<file path="src/rtl/cpu_pkg.sv">
// Shared CPU definitions: opcode encodings, fetch FSM states and default bus widths.
package cpu_pkg;

    localparam int CPU_ADDR_W = 16;
    localparam int CPU_DATA_W = 16;

    localparam logic [3:0] OPC_ADD = 4'b0000;
    localparam logic [3:0] OPC_MVI = 4'b0001;
    localparam logic [3:0] OPC_LDA = 4'b0010;

    typedef enum logic [1:0] {
        ST_IDLE   = 2'd0,
        ST_WAIT_I = 2'd1,
        ST_WAIT_O = 2'd2,
        ST_HOLD   = 2'd3
    } fetch_state_t;

    // Opcodes that are followed by an immediate word in program memory.
    function automatic logic is_two_word(input logic [3:0] opcode);
        return (opcode == OPC_MVI) || (opcode == OPC_LDA);
    endfunction

endpackage

</file>
<file path="src/rtl/mem_fetch_if.sv">
// Controller/RAM/decoder-facing signals of the instruction fetcher.
interface mem_fetch_if #(
    parameter int ADDR_W = 16,
    parameter int DATA_W = 16
);
    logic              req;
    logic              ld_pc;
    logic [ADDR_W-1:0] pc_in;
    logic              ack;
    logic [ADDR_W-1:0] mem_addr;
    logic [DATA_W-1:0] mem_data;
    logic [DATA_W-1:0] instr;
    logic [DATA_W-1:0] operand;
    logic              two_word;
    logic              valid;
    logic              busy;
    logic [ADDR_W-1:0] pc;

    // Environment side: controller, RAM data and decoder acknowledge.
    modport master (
        output req, ld_pc, pc_in, ack, mem_data,
        input  mem_addr, instr, operand, two_word, valid, busy, pc
    );

    // Fetcher side.
    modport slave (
        input  req, ld_pc, pc_in, ack, mem_data,
        output mem_addr, instr, operand, two_word, valid, busy, pc
    );
endinterface

</file>
<file path="src/rtl/mem_fetch_pc_reg.sv">
// Program counter with jump load (priority) and wrapping increment.
module pc_reg #(
    parameter int ADDR_W = 16
) (
    input  logic              clk,
    input  logic              rst,
    input  logic              i_load,
    input  logic [ADDR_W-1:0] i_load_val,
    input  logic              i_inc,
    output logic [ADDR_W-1:0] o_pc
);

    logic [ADDR_W-1:0] r_pc;

    always_ff @(posedge clk or posedge rst) begin
        if (rst) begin
            r_pc <= '0;
        end else if (i_load) begin
            r_pc <= i_load_val;
        end else if (i_inc) begin
            r_pc <= r_pc + ADDR_W'(1);
        end
    end

    assign o_pc = r_pc;

endmodule

</file>
<file path="src/rtl/mem_fetch.sv">
// Instruction fetcher: launches RAM reads from the PC, waits the read latency,
// gathers one- or two-word instructions and holds them for the decoder.
module mem_fetch
    import cpu_pkg::*;
#(
    parameter int ADDR_W = CPU_ADDR_W,
    parameter int DATA_W = CPU_DATA_W,
    parameter int RD_LAT = 2
) (
    input  logic         clk,
    input  logic         rst,
    mem_fetch_if.slave   bus
);

    localparam int               CNT_W    = $clog2(RD_LAT + 1);
    localparam logic [CNT_W-1:0] CNT_LAST = CNT_W'(RD_LAT - 1);

    fetch_state_t      r_state;
    fetch_state_t      w_state_next;
    logic [CNT_W-1:0]  r_cnt;
    logic [CNT_W-1:0]  w_cnt_next;
    logic [ADDR_W-1:0] r_mem_addr;
    logic [ADDR_W-1:0] w_mem_addr_next;
    logic [DATA_W-1:0] r_instr;
    logic [DATA_W-1:0] w_instr_next;
    logic [DATA_W-1:0] r_operand;
    logic [DATA_W-1:0] w_operand_next;
    logic              r_two_word;
    logic              w_two_word_next;
    logic              r_valid;
    logic              w_valid_next;
    logic              r_busy;
    logic              w_busy_next;

    logic              w_pc_load;
    logic              w_pc_inc;
    logic [ADDR_W-1:0] w_pc;
    logic              w_cnt_done;
    logic              w_data_two_word;

    pc_reg #(
        .ADDR_W (ADDR_W)
    ) u_pc (
        .clk        (clk),
        .rst        (rst),
        .i_load     (w_pc_load),
        .i_load_val (bus.pc_in),
        .i_inc      (w_pc_inc),
        .o_pc       (w_pc)
    );

    assign w_cnt_done      = (r_cnt == CNT_LAST);
    assign w_data_two_word = is_two_word(bus.mem_data[DATA_W-1 -: 4]);

    always_ff @(posedge clk or posedge rst) begin
        if (rst) begin
            r_state    <= ST_IDLE;
            r_cnt      <= '0;
            r_mem_addr <= '0;
            r_instr    <= '0;
            r_operand  <= '0;
            r_two_word <= 1'b0;
            r_valid    <= 1'b0;
            r_busy     <= 1'b0;
        end else begin
            r_state    <= w_state_next;
            r_cnt      <= w_cnt_next;
            r_mem_addr <= w_mem_addr_next;
            r_instr    <= w_instr_next;
            r_operand  <= w_operand_next;
            r_two_word <= w_two_word_next;
            r_valid    <= w_valid_next;
            r_busy     <= w_busy_next;
        end
    end

    always_comb begin
        w_state_next    = r_state;
        w_cnt_next      = r_cnt;
        w_mem_addr_next = r_mem_addr;
        w_instr_next    = r_instr;
        w_operand_next  = r_operand;
        w_two_word_next = r_two_word;
        w_valid_next    = r_valid;
        w_pc_load       = 1'b0;
        w_pc_inc        = 1'b0;

        if (bus.ld_pc) begin
            // Jump wins over everything; data still in the RAM pipeline is dropped.
            w_pc_load    = 1'b1;
            w_valid_next = 1'b0;
            w_cnt_next   = '0;
            w_state_next = ST_IDLE;
        end else begin
            unique case (r_state)
                ST_IDLE: begin
                    if (bus.req) begin
                        w_mem_addr_next = w_pc;
                        w_pc_inc        = 1'b1;
                        w_cnt_next      = '0;
                        w_state_next    = ST_WAIT_I;
                    end
                end
                ST_WAIT_I: begin
                    if (w_cnt_done) begin
                        w_cnt_next   = '0;
                        w_instr_next = bus.mem_data;
                        if (w_data_two_word) begin
                            // Immediate word launched on the same edge as the capture.
                            w_two_word_next = 1'b1;
                            w_mem_addr_next = w_pc;
                            w_pc_inc        = 1'b1;
                            w_state_next    = ST_WAIT_O;
                        end else begin
                            w_two_word_next = 1'b0;
                            w_operand_next  = '0;
                            w_valid_next    = 1'b1;
                            w_state_next    = ST_HOLD;
                        end
                    end else begin
                        w_cnt_next = r_cnt + CNT_W'(1);
                    end
                end
                ST_WAIT_O: begin
                    if (w_cnt_done) begin
                        w_cnt_next     = '0;
                        w_operand_next = bus.mem_data;
                        w_valid_next   = 1'b1;
                        w_state_next   = ST_HOLD;
                    end else begin
                        w_cnt_next = r_cnt + CNT_W'(1);
                    end
                end
                ST_HOLD: begin
                    if (bus.ack) begin
                        w_valid_next = 1'b0;
                        if (bus.req) begin
                            w_mem_addr_next = w_pc;
                            w_pc_inc        = 1'b1;
                            w_cnt_next      = '0;
                            w_state_next    = ST_WAIT_I;
                        end else begin
                            w_state_next = ST_IDLE;
                        end
                    end
                end
                default: begin
                    w_state_next = ST_IDLE;
                end
            endcase
        end
    end

    assign w_busy_next = (w_state_next == ST_WAIT_I) || (w_state_next == ST_WAIT_O);

    assign bus.mem_addr = r_mem_addr;
    assign bus.instr    = r_instr;
    assign bus.operand  = r_operand;
    assign bus.two_word = r_two_word;
    assign bus.valid    = r_valid;
    assign bus.busy     = r_busy;
    assign bus.pc       = w_pc;

endmodule

</file>
<file path="src/flat_wrapper.sv">
// flat-port wrapper written by rule: the top's interface ports become plain ports
module mem_fetch_flat import cpu_pkg::*;
#(
    parameter int ADDR_W = CPU_ADDR_W,
    parameter int DATA_W = CPU_DATA_W,
    parameter int RD_LAT = 2
)
  (clk, rst, bus_req, bus_ld_pc, bus_pc_in, bus_ack, bus_mem_data, bus_mem_addr, bus_instr, bus_operand, bus_two_word, bus_valid, bus_busy, bus_pc);
  mem_fetch_if #(.ADDR_W(ADDR_W), .DATA_W(DATA_W)) bus_i ();
  input  logic clk;
  input  logic rst;
  input wire logic [$bits(bus_i.req)-1:0] bus_req;
  input wire logic [$bits(bus_i.ld_pc)-1:0] bus_ld_pc;
  input wire logic [$bits(bus_i.pc_in)-1:0] bus_pc_in;
  input wire logic [$bits(bus_i.ack)-1:0] bus_ack;
  input wire logic [$bits(bus_i.mem_data)-1:0] bus_mem_data;
  output wire logic [$bits(bus_i.mem_addr)-1:0] bus_mem_addr;
  output wire logic [$bits(bus_i.instr)-1:0] bus_instr;
  output wire logic [$bits(bus_i.operand)-1:0] bus_operand;
  output wire logic [$bits(bus_i.two_word)-1:0] bus_two_word;
  output wire logic [$bits(bus_i.valid)-1:0] bus_valid;
  output wire logic [$bits(bus_i.busy)-1:0] bus_busy;
  output wire logic [$bits(bus_i.pc)-1:0] bus_pc;
  assign bus_i.req = bus_req;
  assign bus_i.ld_pc = bus_ld_pc;
  assign bus_i.pc_in = bus_pc_in;
  assign bus_i.ack = bus_ack;
  assign bus_i.mem_data = bus_mem_data;
  assign bus_mem_addr = bus_i.mem_addr;
  assign bus_instr = bus_i.instr;
  assign bus_operand = bus_i.operand;
  assign bus_two_word = bus_i.two_word;
  assign bus_valid = bus_i.valid;
  assign bus_busy = bus_i.busy;
  assign bus_pc = bus_i.pc;
  mem_fetch #(.ADDR_W(ADDR_W), .DATA_W(DATA_W), .RD_LAT(RD_LAT)) u_core (.clk(clk), .rst(rst), .bus(bus_i));
endmodule
</file>
<file path="config.mk">
export PLATFORM = sky130hd
export DESIGN_NAME = mem_fetch_flat
export DESIGN_NICKNAME = d
export VERILOG_FILES = /design/src/rtl/cpu_pkg.sv /design/src/rtl/mem_fetch_if.sv /design/src/rtl/mem_fetch_pc_reg.sv /design/src/rtl/mem_fetch.sv /design/src/flat_wrapper.sv
export SDC_FILE = /design/constraint.sdc
export NUM_CORES = 1
export LEC_CHECK = 0
export ABC_AREA = 1
export CAP_MARGIN = 20
export CORE_MARGIN = 3
export CORE_UTILIZATION = 40
export DETAILED_ROUTE_END_ITERATION = 6
export PLACE_DENSITY = 0.69
export SYNTH_ARGS = -nofsm -noshare
export SYNTH_HDL_FRONTEND = slang
export SYNTH_SLANG_ARGS = --single-unit
</file>
<file path="constraint.sdc">
create_clock -name clk -period 5.7 [get_ports clk]
set_input_delay 1.14 -clock clk [delete_from_list [all_inputs] [get_ports clk]]
set_output_delay 1.14 -clock clk [all_outputs]
set_load 0.05 [all_outputs]
</file>
Word-level counts from Yosys, hierarchy flattened. Cells that the tools add are included.

$add $sub $neg: 2. Equality and inequality tests: 17. Mux-type cells: 37. Bitwise gates (word level): 1. Reductions and logical operators: 12.

Operator list (number): 2-to-1 mux 16 bit (9); one-hot mux 16 bit (3 select lines) (1); one-hot mux 16 bit (2 select lines) (1); 2-to-1 mux 2 bit (9); adder 16 x 1 -> 16 bit, second input constant (1); AND reduction 5 bit (3); 2-to-1 mux 1 bit (13); one-hot mux 2 bit (4 select lines) (1); == test 2 x 1 -> 1 bit, second input constant (3); == test 2 bit, second input constant (3); inequality test 2 x 1 -> 1 bit, second input constant (3); inequality test 3 x 2 -> 1 bit, second input constant (2); inequality test 3 bit, second input constant (2); one-hot mux 1 bit (3 select lines) (2); one-hot mux 2 bit (3 select lines) (1); == test 4 x 1 -> 1 bit, second input constant (1); == test 4 x 2 -> 1 bit, second input constant (1); inequality test 2 bit, second input constant (2); nonzero test 2 bit (2); nonzero test 4 bit (1); AND reduction 3 bit (1); nonzero test 3 bit (1); adder 2 x 1 -> 2 bit, second input constant (1); logical NOT 2 bit (1); 3 further kinds (4).

Register bits after elaboration: 71. Output and inout port bits: 67.

Logic depth before layout (Yosys ltp). Gate-level depths: netlist of the first run.

Depth after elaboration: 8. Mapped depth: 11. Gate-level depth less buffers: 10.

By module. From an unflattened synthesis of the first run, not the netlist that was laid out.

Cell total of the unflattened synthesis: 428. Area, all modules: 3649.8 sq um.

Modules (own cells, without submodules): mem_fetch (instances 1, cells each 293, area each 2593.7 sq um, sequential area each 1376.3 sq um); pc_reg (instances 1, cells each 135, area each 1056.0 sq um, sequential area each 400.4 sq um).

Worst setup path after synthesis of the first run. OpenSTA, ideal clock, no wires.

Path kind: input-to-reg. From: input port bus_mem_data[15]. To: register u_core.r_mem_addr[3], in the netlist u_core.bus.mem_addr[3]. Arrival time: 1.965 ns. Slack: 3.607 ns. Stages: 9. Path buffers: 1. Cell sequence: nor2_1 nand2_1 nor2_2 nand3_2 o21ai_2 nand2_2 buf_4 nand2_1 o21ai_0.

Word-level cells in the longest chain between the ends: 4. Elaborated cells between the ends (all ways): 5. Classes of those cells: eq/ne: 3; reduce/logical: 2.

Ends and longest elaborated chain: from (decl) (line flat_wrapper.sv:16) `input wire logic [$bits(bus_i.mem_data)-1:0] bus_mem_data;`; == test 4 x 1 -> 1 bit / == test 4 x 2 -> 1 bit (equally long branches) (line cpu_pkg.sv:20) `return (opcode == OPC_MVI) || (opcode == OPC_LDA);`; logical OR 1 bit (*) (line cpu_pkg.sv:20); inequality test 2 x 1 -> 1 bit (no line) (*); AND reduction 5 bit (no line) (*); to (signal assigned) (line mem_fetch.sv:68) `r_mem_addr <= w_mem_addr_next;`; to (decl) (line mem_fetch.sv:22) `logic [ADDR_W-1:0] r_mem_addr;`.

Mark *: on every way between the ends. The rest lies on a longest branch, timed or not. A chain may end at the register's enable or synchronous reset.

Final worst setup path of the first run.
From: input port bus_ld_pc. To: register u_core.r_two_word, in the netlist u_core.bus.two_word.

Word-level cells in the longest chain between the ends: 2.

Ends and longest elaborated chain: from (decl) (line flat_wrapper.sv:13) `input wire logic [$bits(bus_i.ld_pc)-1:0] bus_ld_pc;`; inverter 1 bit (no line); AND reduction 3 bit (no line); to (signal assigned) (line mem_fetch.sv:71) `r_two_word <= w_two_word_next;`; to (decl) (line mem_fetch.sv:28) `logic r_two_word;`.

Every way passes these cells.

==> results of run 1 <==
placed cells by master, fill, tap and decap left out, types with 2 or more instances in the layout:
master / synthesis / layout
sky130_fd_sc_hd__nand2_1: 139 / 139
sky130_fd_sc_hd__clkdlybuf4s50_1: 0 / 103
sky130_fd_sc_hd__dfrtp_1: 71 / 71
sky130_fd_sc_hd__o21ai_0: 46 / 46
sky130_fd_sc_hd__inv_1: 45 / 44
sky130_fd_sc_hd__nand3_1: 36 / 36
sky130_fd_sc_hd__nor2_1: 23 / 23
sky130_fd_sc_hd__o21ai_2: 11 / 11
sky130_fd_sc_hd__o21ai_1: 9 / 9
sky130_fd_sc_hd__clkbuf_8: 0 / 9
sky130_fd_sc_hd__nand4_1: 6 / 6
sky130_fd_sc_hd__ha_1: 5 / 5
sky130_fd_sc_hd__or2_2: 4 / 4
sky130_fd_sc_hd__a31oi_1: 3 / 3
sky130_fd_sc_hd__clkinv_2: 0 / 3
sky130_fd_sc_hd__inv_2: 1 / 2
sky130_fd_sc_hd__nand3_2: 2 / 2
sky130_fd_sc_hd__nand2_2: 2 / 2
sky130_fd_sc_hd__nand4_2: 2 / 2
sky130_fd_sc_hd__nor3_1: 2 / 2
sky130_fd_sc_hd__a21oi_1: 2 / 2
sky130_fd_sc_hd__clkinvlp_4: 0 / 2
cell families (layout without fill, tap and decap cells):
group	count (synthesis)	count (layout)
AO/OA/AOI/OAI	73	73
buffers and inverters	63	166
adder cells (fa/ha/maj)	5	5
AND/OR/NAND/NOR	221	221
XOR/XNOR	2	2
flip-flops	71	71
power groups by stage:
stage	logic (W)	clock network, W	registers [W]
4_1_cts	0.00172	0.000351	0.000879
3_5_place_dp	0.00172	0	0.000886
5_1_grt	0.00183	0.000375	0.000911
3_3_place_gp	0.00170	0	0.000880
2_1_floorplan	0.000480	0	0.00157
6_report	0.00171	0.000343	0.000880
per-stage QoR:
step                cells  setup slack [ps]  area, µm²
floorplan             435              2763       3537
global placement      628              2346       4596
detailed placement    628              2282       4596
CTS                   643              2633       4758
global route          643              2382       4758
finish                643              2647       4758
metal layers:
layer | track usage | vias to the layer above | routed length [µm] | share of wire
li1 | - | 1593 | - | -
met1 | 0.2557 | 1463 | 3905 | 0.44
met2 | 0.2868 | 98 | 4294 | 0.48
met3 | 0.02293 | 13 | 515 | 0.058
met4 | 0.06736 | 0 | 164 | 0.018
met5 | 0 | - | 0 | 0
sequential cells by signal, indices dropped and copies added, names as in the netlist:
register             count
u_core.u_pc.o_pc        16
u_core.r_cnt             2
u_core.bus.busy          1
u_core.bus.operand      16
u_core.bus.two_word      1
u_core.r_state           2
u_core.bus.valid         1
u_core.bus.mem_addr     16
u_core.bus.instr        16
path summary, 6_finish.rpt:
check	startpoint	end	slack (ps)	cells after the start
setup / recovery	bus_ld_pc	u_core.bus.two_word	2650	4
hold / removal	u_core.bus.mem_addr[3]	u_core.bus.mem_addr[3]	480	2
setup reg to reg	u_core.r_state[0]	u_core.bus.mem_addr[2]	3690	9
hold reg to reg	u_core.bus.mem_addr[3]	u_core.bus.mem_addr[3]	480	2
max in group asynchronous	rst	u_core.bus.mem_addr[3]	3500	3
min in group asynchronous	rst	u_core.bus.operand[3]	1250	2
critical path: stages:
cell and delay, ps:
sky130_fd_sc_hd__clkdlybuf4s50_1 800, sky130_fd_sc_hd__inv_6 450, sky130_fd_sc_hd__nand3_2 520, sky130_fd_sc_hd__o31ai_1 360
final cells by class:
cell class	instances	area (µm²)	share of cell area
clock buffer	9	123.9	0.02603
timing repair buffer	104	1039	0.2182
clock inverter	6	38.79	0.008151
multi-input combinational	301	1468	0.3084
tap	105	131.4	0.02761
sequential	71	1777	0.3734
inverter	47	181.4	0.03813
==> impl_metrics.toml, run 1 <==
[outcome]
status = "finished clean"

[synth]
synth_sequential_area_ratio = 0.5023
yosys-mux-area-fraction = 0
postSynth.asyncResetShare = 1.000
synth_compound_area_frac = 0.1171
yosysMostFrequentCell = "sky130_fd_sc_hd__nand2_1"
synthXorXnorAreaFrac = 0.004952
synth.largest_area_cell = "sky130_fd_sc_hd__dfrtp_1"
post_synth_most_frequent_cells = "139 x sky130_fd_sc_hd__nand2_1, 71 x sky130_fd_sc_hd__dfrtp_1, 46 x sky130_fd_sc_hd__o21ai_0"
synth.top_cell.area_share = 0.5023
yosysUniqueCellTypes = 35
synth_top_family_by_area = "simple AND/OR/NAND/NOR gates"
synthAdderAreaFrac = 0.01769
synth-edff-count = 0
syn-num-nets = 477
synth.cell_area_mm2 = 0.003537
yosysWarningCount = 0
synth_seq_cells = 71
post_synth_and_or_nand_nor_area_fraction = 0.2752
synthesis.area_per_instance_um2 = 8.131
yosys_most_used_dff = "sky130_fd_sc_hd__dfrtp_1"
synthesis.instances = 435
ys_top_cells_by_area = "sky130_fd_sc_hd__dfrtp_1 50%, sky130_fd_sc_hd__nand2_1 15%, sky130_fd_sc_hd__o21ai_0 6.5%"

[floorplanning]
floorplan.die_area_mm2 = 0.01001
core-area_mm2 = 0.008382
die_h_um = 100.0
fp-row-count = 33
start_util = 0.4220
floorplan.die.width_um = 100.0
pin_count = 104

[clock_network]
clk_pin_slew_ps = 70
cts_hold_buffers = 0
cts.root.buffer_cell = "sky130_fd_sc_hd__clkbuf_8"
numClockSinks = 71
ctsResizeCount = 0
cts_inserted_buffers = 9
buffers_from_clock_root_to_sink_at_most = 2
worstSkewPairLatency_ps = 330
ctsHtreeMaxLevel = 3
cts_setup_buffers = 0
cts_tree = "built"

[route]
dr.pass1.iters = 5
antenna_violating_nets_post_route = 0
postRouteWirelength_mm = 8.880
drt-wirelength-per-cell_um = 13.81
drt_drc_violations_left = 0
initialDrtViolationCount = 172
vias = 3167
via_cell_ratio = 4.925

[grt]
track_usage = 0.1811
grt_pass1_vias = 2860
pin_count_of_the_biggest_net_entering_global_routing = 38
antenna_found_initial = 0
grt_remaining_overflow = 0
grt_first_pass_wirelength_mm = 14.53

[timing]
final_period_minus_worst_setup_slack_ps = 3053
worst_clock_skew_ps = 8.221
max_slew.worst_pin.slew_ps = 751.7
post-route-period-util = 0.5355
grt_setup_unrepaired = "no"
setup_total_negative_slack_ps = 0
max_freq_mhz = 327.6
setup_viol = 0
slew-limit-headroom = 0.4973
timing.final.hold_violations = 0
final.hold.worst_slack_ps = 482.8
slew_violations = 0

[power_and_ir_drop]
power.combinational.fraction = 0.584
power_leakage_nw = 2.259
powerDensity_mw_per_mm2 = 616.9
switching_power_w = 0.001523
worst_ir_drop_vdd_mv = 0.2169
sw_frac_of_total = 0.5188
power_frac_seq = 0.300
post-layout-total-power_w = 0.002935
power.internal_w = 0.001412
power.share.clock = 0.117

[placed_design]
port_buffers = 103
dp_hpwl_mm = 6.498
finalWeightedCongestion = 0.8761

[layout]
post_route_cells_drive_above_1_share = 0.08178
antennaDiodeCount = 0
area_delta_synth_final_pct = 34.52
number_of_nets_at_the_end_of_the_flow = 576
finalCoreUtilization = 0.5677
fillerInstances = 755

[critical_path]
critical_path_required_ps = 5930
cp.arrival_ps = 3290
worstSetupEndpointType = "register"
start_kind = "primary input"
crit_path_max_fanout = 36
worstSetupPathType = "in -> reg"

[run]
max-cap-violations = 0

[hold_path]
worst_hold_path_type = "reg -> reg"
(Power assumes the default switching activity.)
==> run 2, diff against run 1 <==
clock period = 3 ns   (was 5.7 ns; I/O delays follow)
==> impl_metrics.toml, run 2 (same netlist as run 1, synthesis figures left out) <==
[timing]
grt_setup_unrepaired = "no"
max_slew.worst_pin.slew_ps = 646.2
final_period_minus_worst_setup_slack_ps = 2270
max_freq_mhz = 440.6
setup_total_negative_slack_ps = 0
worst_clock_skew_ps = 11.13
slew-limit-headroom = 0.5677
final.hold.worst_slack_ps = 479.5
post-route-period-util = 0.7566
timing.final.hold_violations = 0
setup_viol = 0
slew_violations = 0

[power_and_ir_drop]
power_frac_seq = 0.291
power.internal_w = 0.002878
powerDensity_mw_per_mm2 = 1196
worst_ir_drop_vdd_mv = 0.5093
power_leakage_nw = 2.296
switching_power_w = 0.002889
sw_frac_of_total = 0.5010
power.share.clock = 0.143
power.combinational.fraction = 0.566

[clock_network]
ctsResizeCount = 0
cts_setup_buffers = 0
cts.root.buffer_cell = "sky130_fd_sc_hd__clkbuf_8"
clk_pin_slew_ps = 70
cts_hold_buffers = 0
buffers_from_clock_root_to_sink_at_most = 2
cts_inserted_buffers = 9
cts_tree = "built"
worstSkewPairLatency_ps = 340
ctsHtreeMaxLevel = 3
numClockSinks = 71

[critical_path]
timing.critical_path.slowest_cell_delay_ps = 850
cp.arrival_ps = 1670
start_kind = "register"
slowest_stage = "sky130_fd_sc_hd__clkdlybuf4s50_1"
critical_path_required_ps = 2400
worstSetupPathType = "reg -> out"
crit_family = "buffers and inverters"
worst_path_cell_trace = "clkdlybuf4s50_1"
worstSetupEndpointType = "output pin"
crit_path_max_fanout = 7
path_buf_inv = 1

[outcome]
status = "finished clean"

[placed_design]
finalWeightedCongestion = 0.8731
dp_hpwl_mm = 6.691
port_buffers = 103
placement.cell_area_mm2 = 0.004611
place.detailed.instances = 630

[floorplanning]
floorplan.die_area_mm2 = 0.01001
start_util = 0.4220
fp-row-count = 33
core-area_mm2 = 0.008382
pin_count = 104
die_h_um = 100.0
floorplan.die.width_um = 100.0

[layout]
antennaDiodeCount = 0
area_delta_synth_final_pct = 36.33
final_common_cell = "sky130_fd_sc_hd__nand2_1"
post_route_cell_area_mm2 = 0.004822
finalCoreUtilization = 0.5753
number_of_nets_at_the_end_of_the_flow = 578
highest_count_cells_in_the_layout_ignoring_fill_and_taps = "139 x sky130_fd_sc_hd__nand2_1, 103 x sky130_fd_sc_hd__clkdlybuf4s50_1, 71 x sky130_fd_sc_hd__dfrtp_1"
post_route_cells_drive_above_1_share = 0.08333
finish.cell_count_without_fillers = 645

[grt]
track_usage = 0.1856
antenna_found_initial = 0
grt_remaining_overflow = 0
grt_first_pass_wirelength_mm = 14.95
grt_pass1_vias = 3055
pin_count_of_the_biggest_net_entering_global_routing = 37

[route]
via_cell_ratio = 4.952
drt-wirelength-per-cell_um = 14.11
postRouteWirelength_mm = 9.100
initialDrtViolationCount = 208
dr.pass1.iters = 4
vias = 3194
antenna_violating_nets_post_route = 0
drt_drc_violations_left = 0

[hold_path]
worst_hold_path_type = "reg -> reg"

[run]
max-cap-violations = 0
-- run 2: cell type report --
| type | count | area [µm²] |
|---|---|---|
| clock buffers | 11 | 141.4 |
| clock inverters | 4 | 70.07 |
| fillers | 777 | 3560 |
| inverters | 47 | 181.4 |
| multi-input cells | 301 | 1468 |
| flip-flops and latches | 71 | 1777 |
| well taps | 105 | 131.4 |
| repair buffers | 106 | 1054 |
-- run 2: through the flow --
| stage | setup slack [ps] | total power [W] |
|---|---|---|
| after floorplan | 603.4 | 0.003895 |
| after global placement | 607.2 | 0.004918 |
| after detailed placement | 543.0 | 0.004969 |
| after CTS | 705.4 | 0.005815 |
| after global routing | 673.3 | 0.006103 |
| final | 730.3 | 0.005767 |
-- run 2: final timing paths --
check                      cells past startpoint                      end  slack, ps                 start
max                                            1               bus_pc[11]        730  u_core.u_pc.o_pc[11]
max reg2reg                                    9   u_core.bus.mem_addr[3]        920     u_core.r_state[0]
min in group asynchronous                      2    u_core.bus.operand[3]        590                   rst
max in group asynchronous                      3  u_core.bus.mem_addr[14]       1620                   rst
min                                            2         u_core.bus.valid        480      u_core.bus.valid
min reg2reg                                    2         u_core.bus.valid        480      u_core.bus.valid
-- run 2: power by group through the flow --
stage / Sequential, W / Combinational [W] / Clock [W]
floorplan: 0.00298 / 0.000912 / 0
global placement: 0.00168 / 0.00324 / 0
detailed placement: 0.00169 / 0.00328 / 0
CTS: 0.00168 / 0.00328 / 0.000853
global route: 0.00174 / 0.00347 / 0.000895
finish: 0.00168 / 0.00326 / 0.000824
-- run 2: per-layer routing --
| layer | wire, µm | track usage | vias up |
|---|---|---|---|
| li1 | - | - | 1597 |
| met1 | 4105 | 0.2489 | 1523 |
| met2 | 4550 | 0.3099 | 69 |
| met3 | 381 | 0.03892 | 5 |
| met4 | 63 | 0.04456 | 0 |
| met5 | 0 | 0 | - |
